`config.mk`:
```
export PLATFORM = sky130hd
export DESIGN_NAME = lab4_cmd_ctrl
export DESIGN_NICKNAME = d
export VERILOG_FILES = /design/src/rtl/lab4_pkg.sv /design/src/rtl/lab4_tx_fifo.sv /design/src/rtl/lab4_cmd_ctrl.sv
export SDC_FILE = /design/constraint.sdc
export NUM_CORES = 1
export LEC_CHECK = 0
export CORE_UTILIZATION = 60
export CTS_BUF_LIST = sky130_fd_sc_hd__clkbuf_2
export DETAILED_ROUTE_END_ITERATION = 6
export DONT_BUFFER_PORTS = 1
export PLACE_DENSITY = 0.75
export SLEW_MARGIN = 40
export SYNTH_ARGS = -nofsm -noshare
export SYNTH_HDL_FRONTEND = slang
export SYNTH_SLANG_ARGS = --single-unit
```
`constraint.sdc`:
```
create_clock -name clk12m -period 4.3 [get_ports clk12m]
set_clock_uncertainty 0.2 [all_clocks]
set_input_delay 0.86 -clock clk12m [delete_from_list [all_inputs] [get_ports clk12m]]
set_output_delay 0.86 -clock clk12m [all_outputs]
set_load 0.005 [all_outputs]
```
`src/rtl/lab4_pkg.sv`:
```
// lab4_pkg: shared types and helpers for the lab 4 command sequencer.
//   state_t  : command FSM states
//   ASC_*    : ASCII constants used by the parser and responses
//   hex2nib  : ASCII hex digit -> {ok, nibble}
//   nib2hex  : nibble -> lowercase ASCII hex digit
package lab4_pkg;

  typedef enum logic [2:0] {
    IDLE, LOAD, ENC, DEC_HI, DEC_LO, EMIT_LO, EMIT_LF
  } state_t;

  localparam logic [7:0] ASC_CR = 8'h0d;
  localparam logic [7:0] ASC_LF = 8'h0a;
  localparam logic [7:0] ASC_K  = 8'h4b;
  localparam logic [7:0] ASC_Q  = 8'h3f;
  localparam logic [7:0] ASC_L  = 8'h4c;
  localparam logic [7:0] ASC_E  = 8'h45;
  localparam logic [7:0] ASC_D  = 8'h44;

  typedef struct packed {
    logic       ok;
    logic [3:0] nib;
  } hex_t;

  function automatic hex_t hex2nib(input logic [7:0] c);
    hex_t h;
    h.ok  = 1'b1;
    h.nib = 4'h0;
    if (c >= 8'h30 && c <= 8'h39)
      h.nib = c[3:0];
    // 'a'..'f' and 'A'..'F' both have low nibble 1..6
    else if ((c >= 8'h61 && c <= 8'h66) || (c >= 8'h41 && c <= 8'h46))
      h.nib = c[3:0] + 4'd9;
    else
      h.ok = 1'b0;
    return h;
  endfunction

  function automatic logic [7:0] nib2hex(input logic [3:0] n);
    return (n < 4'd10) ? (8'h30 + {4'h0, n}) : (8'h57 + {4'h0, n});
  endfunction

endpackage

```
`src/rtl/lab4_tx_fifo.sv`:
```
// lab4_tx_fifo: synchronous byte FIFO for the transmit path.
//   i_clk, i_rst_n : clock, async active-low reset (flushes contents)
//   i_push/i_wdata : write request; ignored when full
//   i_pop          : read request; ignored when empty
//   o_rdata        : head entry (first-word fall-through)
//   o_full/o_empty : occupancy flags
module lab4_tx_fifo #(
  parameter int DEPTH = 8
) (
  input  logic       i_clk,
  input  logic       i_rst_n,
  input  logic       i_push,
  input  logic [7:0] i_wdata,
  input  logic       i_pop,
  output logic [7:0] o_rdata,
  output logic       o_full,
  output logic       o_empty
);
  localparam int AW = $clog2(DEPTH);

  logic [DEPTH-1:0][7:0] r_mem;
  logic [AW-1:0]         r_wr, r_rd;
  logic [AW:0]           r_cnt;
  logic                  w_wr_en, w_rd_en;

  assign o_full  = (r_cnt == (AW+1)'(DEPTH));
  assign o_empty = (r_cnt == '0);
  assign w_wr_en = i_push & ~o_full;
  assign w_rd_en = i_pop & ~o_empty;
  assign o_rdata = r_mem[r_rd];

  // Pointers wrap naturally since DEPTH is a power of two.
  always_ff @(posedge i_clk or negedge i_rst_n) begin
    if (!i_rst_n) begin
      r_mem <= '0;
      r_wr  <= '0;
      r_rd  <= '0;
      r_cnt <= '0;
    end else begin
      if (w_wr_en) begin
        r_mem[r_wr] <= i_wdata;
        r_wr        <= r_wr + 1'b1;
      end
      if (w_rd_en) r_rd <= r_rd + 1'b1;
      r_cnt <= r_cnt + {{AW{1'b0}}, w_wr_en} - {{AW{1'b0}}, w_rd_en};
    end
  end
endmodule

```
`src/rtl/lab4_cmd_ctrl.sv`:
```
// lab4_cmd_ctrl: UART command sequencer for the LFSR cipher.
//   L<8 hex>CR loads a seed, E<text>CR encrypts to hex, D<hex>CR decrypts.
//   clk12m, rst_n            : clock, async active-low reset
//   rx_data, rx_data_rdy     : received byte + strobe
//   tx_data, tx_data_rdy     : transmit FIFO head + pop strobe
//   tx_busy                  : transmitter busy, blocks pops
//   seed, ks_load            : committed seed + load pulse to datapath
//   ks, ks_adv               : keystream byte + advance pulse
//   ovf                      : sticky dropped-byte flag
// Build option: LAB4_CMD_ECHO_EN echoes accepted seed digits during LOAD.
module lab4_cmd_ctrl
  import lab4_pkg::*;
#(
  parameter int FIFO_DEPTH = 8
) (
  input  logic        clk12m,
  input  logic        rst_n,
  input  logic [7:0]  rx_data,
  input  logic        rx_data_rdy,
  output logic [7:0]  tx_data,
  output logic        tx_data_rdy,
  input  logic        tx_busy,
  output logic [31:0] seed,
  output logic        ks_load,
  input  logic [7:0]  ks,
  output logic        ks_adv,
  output logic        ovf
);
  state_t      r_state;
  logic [31:0] r_seed, r_seed_shadow;
  logic [3:0]  r_cnt, r_hi, r_lo;
  logic        r_cr_pend, r_ks_load, r_ovf;

  hex_t        w_hex;
  logic        w_is_cr, w_push, w_full, w_empty, w_pop;
  logic [7:0]  w_ct, w_pt, w_push_data;

  assign w_hex   = hex2nib(rx_data);
  assign w_is_cr = (rx_data == ASC_CR);
  assign w_ct    = rx_data ^ ks;
  assign w_pt    = {r_hi, w_hex.nib} ^ ks;

  // Push path and ks_adv are decoded from the current state so the FIFO
  // write and the keystream advance land on the same edge as the rx strobe.
  always_comb begin
    w_push      = 1'b0;
    w_push_data = 8'h00;
    ks_adv      = 1'b0;
    case (r_state)
      IDLE: if (rx_data_rdy && !w_is_cr &&
                rx_data != ASC_L && rx_data != ASC_E && rx_data != ASC_D) begin
        w_push = 1'b1; w_push_data = ASC_Q;
      end
      LOAD: if (rx_data_rdy) begin
        if (w_hex.ok && r_cnt < 4'd8) begin
`ifdef LAB4_CMD_ECHO_EN
          w_push = 1'b1; w_push_data = rx_data;
`endif
        end else begin
          w_push      = 1'b1;
          w_push_data = (w_is_cr && r_cnt == 4'd8) ? ASC_K : ASC_Q;
        end
      end
      ENC: if (rx_data_rdy) begin
        w_push = 1'b1;
        if (w_is_cr) w_push_data = ASC_CR;
        else begin
          w_push_data = nib2hex(w_ct[7:4]);
          ks_adv      = 1'b1;
        end
      end
      DEC_HI: if (rx_data_rdy && !w_hex.ok) begin
        w_push = 1'b1; w_push_data = w_is_cr ? ASC_CR : ASC_Q;
      end
      DEC_LO: if (rx_data_rdy) begin
        w_push = 1'b1;
        if (w_hex.ok) begin
          w_push_data = w_pt;
          ks_adv      = 1'b1;
        end else w_push_data = ASC_Q;
      end
      EMIT_LO: begin w_push = 1'b1; w_push_data = nib2hex(r_lo); end
      EMIT_LF: begin w_push = 1'b1; w_push_data = r_cr_pend ? ASC_CR : ASC_LF; end
      default: ;
    endcase
  end

  // r_cr_pend: EMIT_LF still owes a CR before the LF (after '?' or 'K').
  always_ff @(posedge clk12m or negedge rst_n) begin
    if (!rst_n) begin
      r_state       <= IDLE;
      r_seed        <= '0;
      r_seed_shadow <= '0;
      r_cnt         <= '0;
      r_hi          <= '0;
      r_lo          <= '0;
      r_cr_pend     <= 1'b0;
      r_ks_load     <= 1'b0;
      r_ovf         <= 1'b0;
    end else begin
      r_ks_load <= 1'b0;
      r_ovf     <= r_ovf | (w_push & w_full) |
                   (rx_data_rdy & (r_state == EMIT_LO || r_state == EMIT_LF));
      case (r_state)
        IDLE: if (rx_data_rdy) begin
          if (rx_data == ASC_L) begin r_state <= LOAD; r_cnt <= '0; end
          else if (rx_data == ASC_E) r_state <= ENC;
          else if (rx_data == ASC_D) r_state <= DEC_HI;
          else if (!w_is_cr) begin r_state <= EMIT_LF; r_cr_pend <= 1'b1; end
        end
        LOAD: if (rx_data_rdy) begin
          if (w_hex.ok && r_cnt < 4'd8) begin
            r_seed_shadow <= {r_seed_shadow[27:0], w_hex.nib};
            r_cnt         <= r_cnt + 4'd1;
          end else begin
            if (w_is_cr && r_cnt == 4'd8) begin
              r_seed    <= r_seed_shadow;
              r_ks_load <= 1'b1;
            end
            r_state   <= EMIT_LF;
            r_cr_pend <= 1'b1;
          end
        end
        ENC: if (rx_data_rdy) begin
          if (w_is_cr) begin r_state <= EMIT_LF; r_cr_pend <= 1'b0; end
          else begin r_lo <= w_ct[3:0]; r_state <= EMIT_LO; end
        end
        DEC_HI: if (rx_data_rdy) begin
          if (w_hex.ok) begin r_hi <= w_hex.nib; r_state <= DEC_LO; end
          else begin r_state <= EMIT_LF; r_cr_pend <= !w_is_cr; end
        end
        DEC_LO: if (rx_data_rdy) begin
          if (w_hex.ok) r_state <= DEC_HI;
          else begin r_state <= EMIT_LF; r_cr_pend <= 1'b1; end
        end
        EMIT_LO: r_state <= ENC;
        EMIT_LF: begin
          if (r_cr_pend) r_cr_pend <= 1'b0;
          else r_state <= IDLE;
        end
        default: r_state <= IDLE;
      endcase
    end
  end

  assign w_pop       = ~w_empty & ~tx_busy;
  assign tx_data_rdy = w_pop;
  assign seed        = r_seed;
  assign ks_load     = r_ks_load;
  assign ovf         = r_ovf;

  lab4_tx_fifo #(.DEPTH(FIFO_DEPTH)) u_fifo (
    .i_clk   (clk12m),
    .i_rst_n (rst_n),
    .i_push  (w_push),
    .i_wdata (w_push_data),
    .i_pop   (w_pop),
    .o_rdata (tx_data),
    .o_full  (w_full),
    .o_empty (w_empty)
  );
endmodule

```
==> impl_metrics.tcl, run 1 <==
set metrics [dict create \
    outcome "finished clean" \
    place_area_um2 8030 \
    switching_share_pct 38.9 \
    slowest_stage "dfrtp_1" \
    grt_overflow 0 \
    die_w_um 117 \
    maxSlewHeadroom_pct 45.2 \
    synth_area_um2 7880 \
    drt_iter0_drc 453 \
    path_max_fanout 21 \
    cp_top_family "flip-flops" \
    antenna_found_initial 0 \
    netlist_top_cells_count "dfrtp_1, mux2_2, inv_1, nor2_1" \
    synthArstFlopShare_pct 100 \
    synth_edf_count 0 \
    io_pins 64 \
    cts_max_path_buffers 2 \
    power_frac_seq_pct 42.8 \
    hold_slack_ps 85.8 \
    ys_ff_latch 156 \
    synthCells 625 \
    power.internal_mw 3.08 \
    clkPwrFrac_pct 18.3 \
    startpoint_type "register" \
    grt.total_usage_pct 26.4 \
    drv_slew 0 \
    start_util_pct 61.9 \
    die_area_um2 13600 \
    p_sw_mw 1.96 \
    cap_violations 0 \
    multi_input_area_um2 3690 \
    final_antenna_net_count 0 \
    tightest_slew_ps 822 \
    num-fill-cells 994 \
    final_hold_viol_count 0 \
    vias_per_cell 6.13 \
    yosysTopAreaCellShare_pct 49.6 \
    report.final.setup_viol 0 \
    io_buffers 0 \
    path_cells "nor4bb_2, o21ai_0, buf_4, nand2_1" \
    clock.fmax_ghz 0.269 \
    finalCriticalPeriod_ps 3720 \
    synth_largest_area_cell "dfrtp_1" \
    ys_seq_area_share_pct 49.6 \
    slowest_delay_ps 770 \
    final_net_count 662 \
    row_count 41 \
    num_vias 4969 \
    drt_first_pass_iters 4 \
    ys.flop_type "dfrtp_1" \
    crit_arrival_ps 2660 \
    wl_per_cell_um 20.8 \
    cp-end-kind "primary output" \
    clock_latency_ps 730 \
    synth_most_common_cell "dfrtp_1" \
    clockRootBuffer "clkbuf_2" \
    grt_pass1_vias 4986 \
    cts_buffers 17 \
    antenna_cells 0 \
    min_period_over_period_pct 86.5 \
    finalSetupTns_ps 0 \
    cts_tree "yes" \
    min_path_type "in2reg" \
    fp.coreArea_um2 12700 \
    grt_pass1_wl_um 26400 \
    ctsResizeCount 0 \
    wl_met1_um 7330 \
    grt_max_degree 157 \
    gp_congestion 0.952 \
    fp.dieH_um 117 \
    comb_power_share_pct 38.9 \
    htreeDepth 4 \
    routed.top_layer "met4" \
    synth_area_leaders "dfrtp_1, mux2_2, mux4_2" \
    seq_area_um2 3900 \
    ir_worst_vdd_v 0.000290 \
    drive_gt1_share_pct 30.4 \
    clk_pin_slew_ps 240 \
    power.density_nw_per_um2 603 \
    worstSetupPathType "reg2out" \
    rsz0062_at_grt "false" \
    p_leak_nw 3.80 \
    syn_nets 661 \
    drt_wl_total_um 16900 \
    dr_wl_met3_um 895 \
    areaGrowthSynthToFinish_pct 6.12 \
    met2RoutedLength_um 8340 \
    drc 0 \
    required_ps 3240 \
    avgSynthCellArea_um2 12.6 \
    synth_cell_types 69 \
    design_area_um2 8360 \
    post-dp-hpwl_um 11800 \
    ys_warn_count 0 \
    cts.sinks 156 \
    crit_buf_inv 1 \
]
==> routing by layer <==
layer	vias to the layer above	GRT usage (%)
met4	0	8.02
li1	2256	-
met3	24	6.69
met5	-	0
met1	2553	35.2
met2	136	43.0
==> layout make-up <==
type / count / share of cell area (%)
inverters: 44 / 1.98
well taps: 172 / 2.57
clock buffers: 18 / 1.08
repair buffers: 10 / 1.17
multi-input cells: 397 / 44.2
clock inverters: 14 / 2.35
flip-flops and latches: 156 / 46.7
==> state kept, by name, indices dropped and copies added (netlist names), 4 cells and up <==
name and cells:
u_fifo.r_mem 64, u_fifo.r_cnt 4, r_lo 4, r_cnt 4, r_hi 4, r_seed_shadow 32
seed 32
==> per-stage QoR <==
step	util, %	setup slack (ps)	total power [mW]	std cells
after floorplan	-	623	3.60	625
after global placement	63.1	664	3.99	777
after detailed placement	63.1	555	4.10	777
after CTS	65.7	581	5.07	811
after global routing	65.7	411	5.33	811
final	65.7	582	5.04	811
==> worst paths after layout <==
check	start	to	slack (ps)	cells past startpoint
max reg2reg	r_state[2]	u_fifo.r_cnt[2]	1070	8
min reg2reg	r_lo[0]	r_lo[0]	320	2
min	rx_data_rdy	ovf	90	1
min in group asynchronous	rst_n	u_fifo.r_mem[14]	560	2
max in group asynchronous	rst_n	r_hi[3]	2760	2
max	r_state[1]	ks_adv	580	4
==> power by group through the flow <==
stage	Sequential (mW)	Clock, mW	Combinational (mW)
6_report	2.15	0.922	1.96
5_1_grt	2.20	0.993	2.14
4_1_cts	2.15	0.950	1.97
3_5_place_dp	2.18	0	1.92
3_3_place_gp	2.15	0	1.84
2_1_floorplan	1.98	0	1.62
==> repair_timing <==
item / 4_1_cts / 5_1_grt
endpoints found under the hold margin: 156 / 0
hold buffers: 2 / 0
setup buffers: 0 / 0
==> cells in the final DEF (no fill, tap or decap), types with 2 or more instances in the layout <==
master        n
o31ai_1       5
or2_2         2
mux4_2       16
a22oi_1       2
xnor2_1      16
dfrtp_1     156
o211ai_1      2
clkinvlp_4    2
o2111ai_1     2
nand4_1       4
nor3_1        4
or4b_1        2
a31oi_1       4
o21ai_0      21
and2_1        2
bufinv_16     3
nand2_1      20
nand2b_1      5
and3_1        3
mux2i_1      26
o22ai_1       3
buf_4         8
clkbuf_2     18
nor4b_2       2
inv_6         4
nor2_1       28
a2111oi_4     6
a21o_1        3
ha_1         15
xor2_1       10
inv_8         5
nand3b_1      2
inv_1        43
a211oi_1      5
a21oi_2       2
nand3_1      11
mux2_2      112
nor2b_1       4
a21oi_1      26
==> cells by family after synthesis <==
family / after synthesis / share of synthesized area [%]
AO/OA/AOI/OAI: 98 / 9.83
XOR/XNOR: 26 / 2.89
AND/OR/NAND/NOR: 103 / 7.34
flip-flops: 156 / 49.6
adder cells (fa/ha/maj): 16 / 2.64
buffers and inverters: 72 / 3.86
multiplexers: 154 / 23.9
No activity file was read; power rests on OpenSTA's default activity.
==> run 2, diff against run 1 <==
--- a/config.mk
+++ b/config.mk
@@ -5,6 +5,7 @@
 export SDC_FILE = /design/constraint.sdc
 export NUM_CORES = 1
 export LEC_CHECK = 0
+export CORE_ASPECT_RATIO = 1.1
 export CORE_UTILIZATION = 60
 export CTS_BUF_LIST = sky130_fd_sc_hd__clkbuf_2
 export DETAILED_ROUTE_END_ITERATION = 6
==> run 2 against run 1 <==
  * The run now ends with DRC left
  * Maximum frequency down 0.95%
  * First-iteration DRC count decreased by 23%
  * Total power is 3.7% lower
  * Die area is essentially flat
  * Critical path type unchanged
  * Critical endpoint unchanged
==> impl_metrics.tcl, run 2 (synthesis gave the netlist of run 1 again) <==
set metrics [dict create \
    layout_common_cells "dfrtp_1, mux2_2, inv_1" \
    fin_util_pct 65.6 \
    report.final.setup_viol 0 \
    grt_max_degree 157 \
    die_w_um 111 \
    vias_per_cell 6.16 \
    gp_congestion 0.919 \
    cts_max_path_buffers 2 \
    clock_latency_ps 740 \
    fp.dieH_um 122 \
    wl_per_cell_um 20.1 \
    hold_depth 1 \
    final_hold_viol_count 0 \
    outcome "finished, violations left" \
    violations "DRC" \
    cap_violations 0 \
    required_ps 3240 \
    drt_iter0_drc 348 \
    met2_usage_pct 44.2 \
    final_net_count 663 \
    min_path_type "in2reg" \
    ir_worst_vdd_v 0.000233 \
    clockRootBuffer "clkbuf_2" \
    worstSetupPathType "reg2out" \
    power.density_nw_per_um2 582 \
    regMostFlops "u_fifo.r_mem" \
    antenna_found_initial 0 \
    grt-busiest-layer "met2" \
    tightest_slew_ps 789 \
    startpoint_type "register" \
    io_buffers 0 \
    layout_commonest_cell "dfrtp_1" \
    path_max_fanout 21 \
    drt_first_pass_iters 6 \
    areaGrowthSynthToFinish_pct 5.80 \
    final_antenna_net_count 0 \
    io_pins 64 \
    grt_overflow 0 \
    min_period_over_period_pct 87.3 \
    p_leak_nw 3.81 \
    r2r_cells 8 \
    post_cts_buffers 0 \
    antenna_cells 0 \
    largest_reg_flops 64 \
    num_vias 4910 \
    cts.sinks 156 \
    finalCriticalPeriod_ps 3750 \
    drv_slew 0 \
    post-dp-hpwl_um 11600 \
    maxSlewHeadroom_pct 47.4 \
    drt_wl_total_um 16000 \
    finalSetupTns_ps 0 \
    cts_buffers 17 \
    use_met3_pct 7.01 \
    die_area_um2 13600 \
    grtUsageMet1_pct 30.7 \
    clock.fmax_ghz 0.266 \
    grt_pass1_wl_um 26300 \
    grt_pass1_vias 5088 \
    cp-end-kind "primary output" \
    grt.total_usage_pct 25.7 \
    crit_arrival_ps 2690 \
    clk_pin_slew_ps 210 \
    rsz0062_at_grt "false" \
    fp.coreArea_um2 12700 \
    drc 2 \
    drive_gt1_share_pct 30.5 \
    htreeDepth 4 \
    timing.reg2reg.setup_slack_ps 1110 \
    row_count 43 \
    cts_tree "yes" \
    start_util_pct 62.0 \
]
==> run 2: cell count changes in the layout (fill, tap and decap cells not counted), sizes merged <==
| cell | delta |
|---|---|
| clkinv | +3 |
| clkbuf | +1 |
| bufinv | -2 |
| clkinvlp | -2 |
| buf | +1 |
==> run 2: report_power, final <==
group	internal (mW)	switching (mW)	leakage (nW)
Sequential	1.82	0.313	2.04
Clock	0.243	0.560	0.152
Combinational	0.900	1.02	1.61
==> run 2: final timing paths <==
path	from	endpoint
setup / recovery	r_state[1]	ks_adv
hold / removal	rx_data_rdy	ovf
setup reg to reg	r_state[2]	u_fifo.r_cnt[2]
hold reg to reg	r_lo[0]	r_lo[0]
max in group asynchronous	rst_n	seed[7]
min in group asynchronous	rst_n	r_state[0]
==> run 2: area by class of cell <==
type	instances	area, um^2
Fill cell	991	4360
Multi-Input combinational cell	397	3690
Clock inverter	13	148
Tap cell	157	196
Clock buffer	19	95.1
Sequential cell	156	3900
Inverter	44	165
Timing Repair Buffer	11	138
==> run 2: metrics by stage <==
step	instance area [um^2]	setup slack [ps]	hold WS (ps)	total power [mW]	std cells
after global routing	8330	354	9.58	5.18	797
after detailed placement	8020	562	279	4.05	762
after global placement	8020	612	275	3.97	762
after floorplan	7880	623	250	3.60	625
final	8330	546	89.3	4.85	797
after CTS	8300	334	6.44	4.90	796
==> run 2: routing by layer <==
layer  share of wire [%]  vias to the layer above
met5                   0                        -
met4                 2.4                        0
met3                 4.8                       28
met2                  51                      114
met1                  42                     2501
li1                    -                     2267
==> run 2: critical path: stages (launching register included) <==
cell,delay [ps]
dfrtp_1,760
nor4bb_2,670
o21ai_0,180
buf_4,220
nand2_1,140
==> run 2: timing repair <==
item                      4_1_cts  5_1_grt
hold buffers                    2        0
hold endpoints to repair      156        0
resized for setup               0        0
==> run 3, diff against run 2 <==
--- a/config.mk
+++ b/config.mk
@@ -10,7 +10,8 @@
 export CTS_BUF_LIST = sky130_fd_sc_hd__clkbuf_2
 export DETAILED_ROUTE_END_ITERATION = 6
 export DONT_BUFFER_PORTS = 1
-export PLACE_DENSITY = 0.75
+export HOLD_SLACK_MARGIN = 0.15
+export PLACE_DENSITY = 0.78
 export SLEW_MARGIN = 40
 export SYNTH_ARGS = -nofsm -noshare
 export SYNTH_HDL_FRONTEND = slang
==> constraint.sdc (replaced) <==
create_clock -name clk12m -period 3.1 [get_ports clk12m]
set_clock_uncertainty 0.2 [all_clocks]
set_input_delay 0.62 -clock clk12m [delete_from_list [all_inputs] [get_ports clk12m]]
set_output_delay 0.62 -clock clk12m [all_outputs]
set_load 0.005 [all_outputs]
==> run 3 against run 2 <==
  * The flow finishes with violations (DRC, hold timing)
  * Cell area rose by 6.1%
  * Cell count grew 6.3%
  * Flip-flop and latch count is the same
  * Total power up 46%
  * Critical path depth is 1 lower
  * Global-route usage up 1.8 points
  * Via count grew 6.5%
  * Sequential power rose by 38%
  * Register-to-register slack got worse by 800 ps
  * Non-clock buffer count rose by 50
==> impl_metrics.tcl, run 3 (synthesis gave the netlist of run 1 again) <==
set metrics [dict create \
    outcome "finished, violations left" \
    violations "DRC, hold timing" \
    areaGrowthSynthToFinish_pct 12.2 \
    drt_wl_total_um 17300 \
    fp.coreArea_um2 12700 \
    drt_iter0_drc 422 \
    gp_congestion 0.921 \
    clockRootBuffer "clkbuf_2" \
    maxSlewHeadroom_pct 52.1 \
    fin_util_pct 69.6 \
    final_net_count 713 \
    place_area_um2 8310 \
    cts_buffers 17 \
    fp.dieH_um 122 \
    htreeDepth 4 \
    finalSetupTns_ps 0 \
    grt_pass1_vias 5438 \
    grt_pass1_wl_um 28300 \
    grt_max_degree 157 \
    layout_common_cells "dfrtp_1, mux2_2, inv_1" \
    wl_per_cell_um 20.4 \
    die_w_um 111 \
    post-dp-hpwl_um 12100 \
    report.final.setup_viol 0 \
    antenna_cells 0 \
    grt.total_usage_pct 27.5 \
    io_pins 64 \
    path_max_fanout 9 \
    rsz0062_at_grt "true" \
    required_ps 2280 \
    drt_first_pass_iters 7 \
    grt_overflow 0 \
    layout_commonest_cell "dfrtp_1" \
    clock.fmax_ghz 0.337 \
    antenna_found_initial 0 \
    power.density_nw_per_um2 804 \
    num_vias 5229 \
    ir_worst_vdd_v 0.000338 \
    hold_slack_ps -622 \
    preCtsSetupSlack_ps -47.9 \
    crit_arrival_ps 2150 \
    fin_ws_ps 128 \
    row_count 43 \
    cts_max_path_buffers 2 \
    cap_violations 0 \
    p_leak_nw 4.07 \
    cts.sinks 156 \
    vias_per_cell 6.17 \
    regMostFlops "u_fifo.r_mem" \
    clock_latency_ps 700 \
    drv_slew 0 \
    finalCriticalPeriod_ps 2970 \
    stdcell_count 847 \
    dp.cells 790 \
    tightest_slew_ps 718 \
    start_util_pct 62.0 \
    final_antenna_net_count 0 \
    clk_pin_slew_ps 210 \
    min_path_type "in2async" \
    startpoint_type "register" \
    largest_reg_flops 64 \
    cts_tree "yes" \
    drc 7 \
    r2r_cells 9 \
    min_period_over_period_pct 95.9 \
    final_hold_viol_count 156 \
    worstSetupPathType "reg2out" \
    cp-end-kind "primary output" \
    drive_gt1_share_pct 34.5 \
    io_buffers 0 \
    p_total_mw 7.11 \
    die_area_um2 13600 \
    design_area_um2 8840 \
]
==> run 3: cell types whose count changed in the layout (fill, tap and decap cells not counted), sizes merged <==
| cell | delta |
|---|---|
| clkinvlp | +1 |
| buf | +34 |
| dlygate4sd3 | +14 |
| inv | -5 |
| clkbuf | +1 |
| bufinv | +1 |
| clkinv | +3 |
| dlymetal6s4s | +1 |
==> run 3: area by class of cell <==
type,count,area [um^2]
sequential,156,3910
timing repair buffer,61,556
multi-input combinational,397,3770
tap,157,196
clock buffer,19,95.1
clock inverter,13,140
inverter,44,168
fill,926,3860
==> run 3: worst paths after layout <==
check | slack [ps] | start | to
setup / recovery | 130 | u_fifo.r_rd[0] | tx_data[5]
hold / removal | -620 | rst_n | r_state[1]
setup reg to reg | 310 | r_state[1] | u_fifo.r_cnt[2]
hold reg to reg | 330 | u_fifo.r_mem[59] | u_fifo.r_mem[59]
max in group asynchronous | 3010 | rst_n | r_seed_shadow[7]
min in group clk12m | 230 | rx_data[0] | r_hi[2]
==> run 3: power breakdown <==
group	internal (mW)	switching, mW
sequential	2.53	0.405
clock	0.384	0.719
combinational	1.56	1.51
total	4.48	2.63
==> run 3: what timing repair did <==
item,in CTS,in global routing
resized for setup,8,10
buffers inserted,4,4
hold buffers,15,1
setup endpoints to repair,9,7
endpoints found under the hold margin,181,157
gates cloned,0,1
==> run 3: metal layers <==
layer / wire length [um] / share of wire, % / global-route usage (%) / vias up
met3: 1140 / 6.6 / 7.36 / 41
met2: 8340 / 48 / 44.6 / 173
met5: 0 / 0 / 0 / -
met1: 7320 / 42 / 34.7 / 2657
met4: 476 / 2.8 / 12.8 / 0
li1: - / - / - / 2358
==> run 3: worst max-delay path: stages (launching register included) <==
cell and delay, ps:
dfrtp_2 480, buf_12 160, mux4_2 500, mux2_4 310
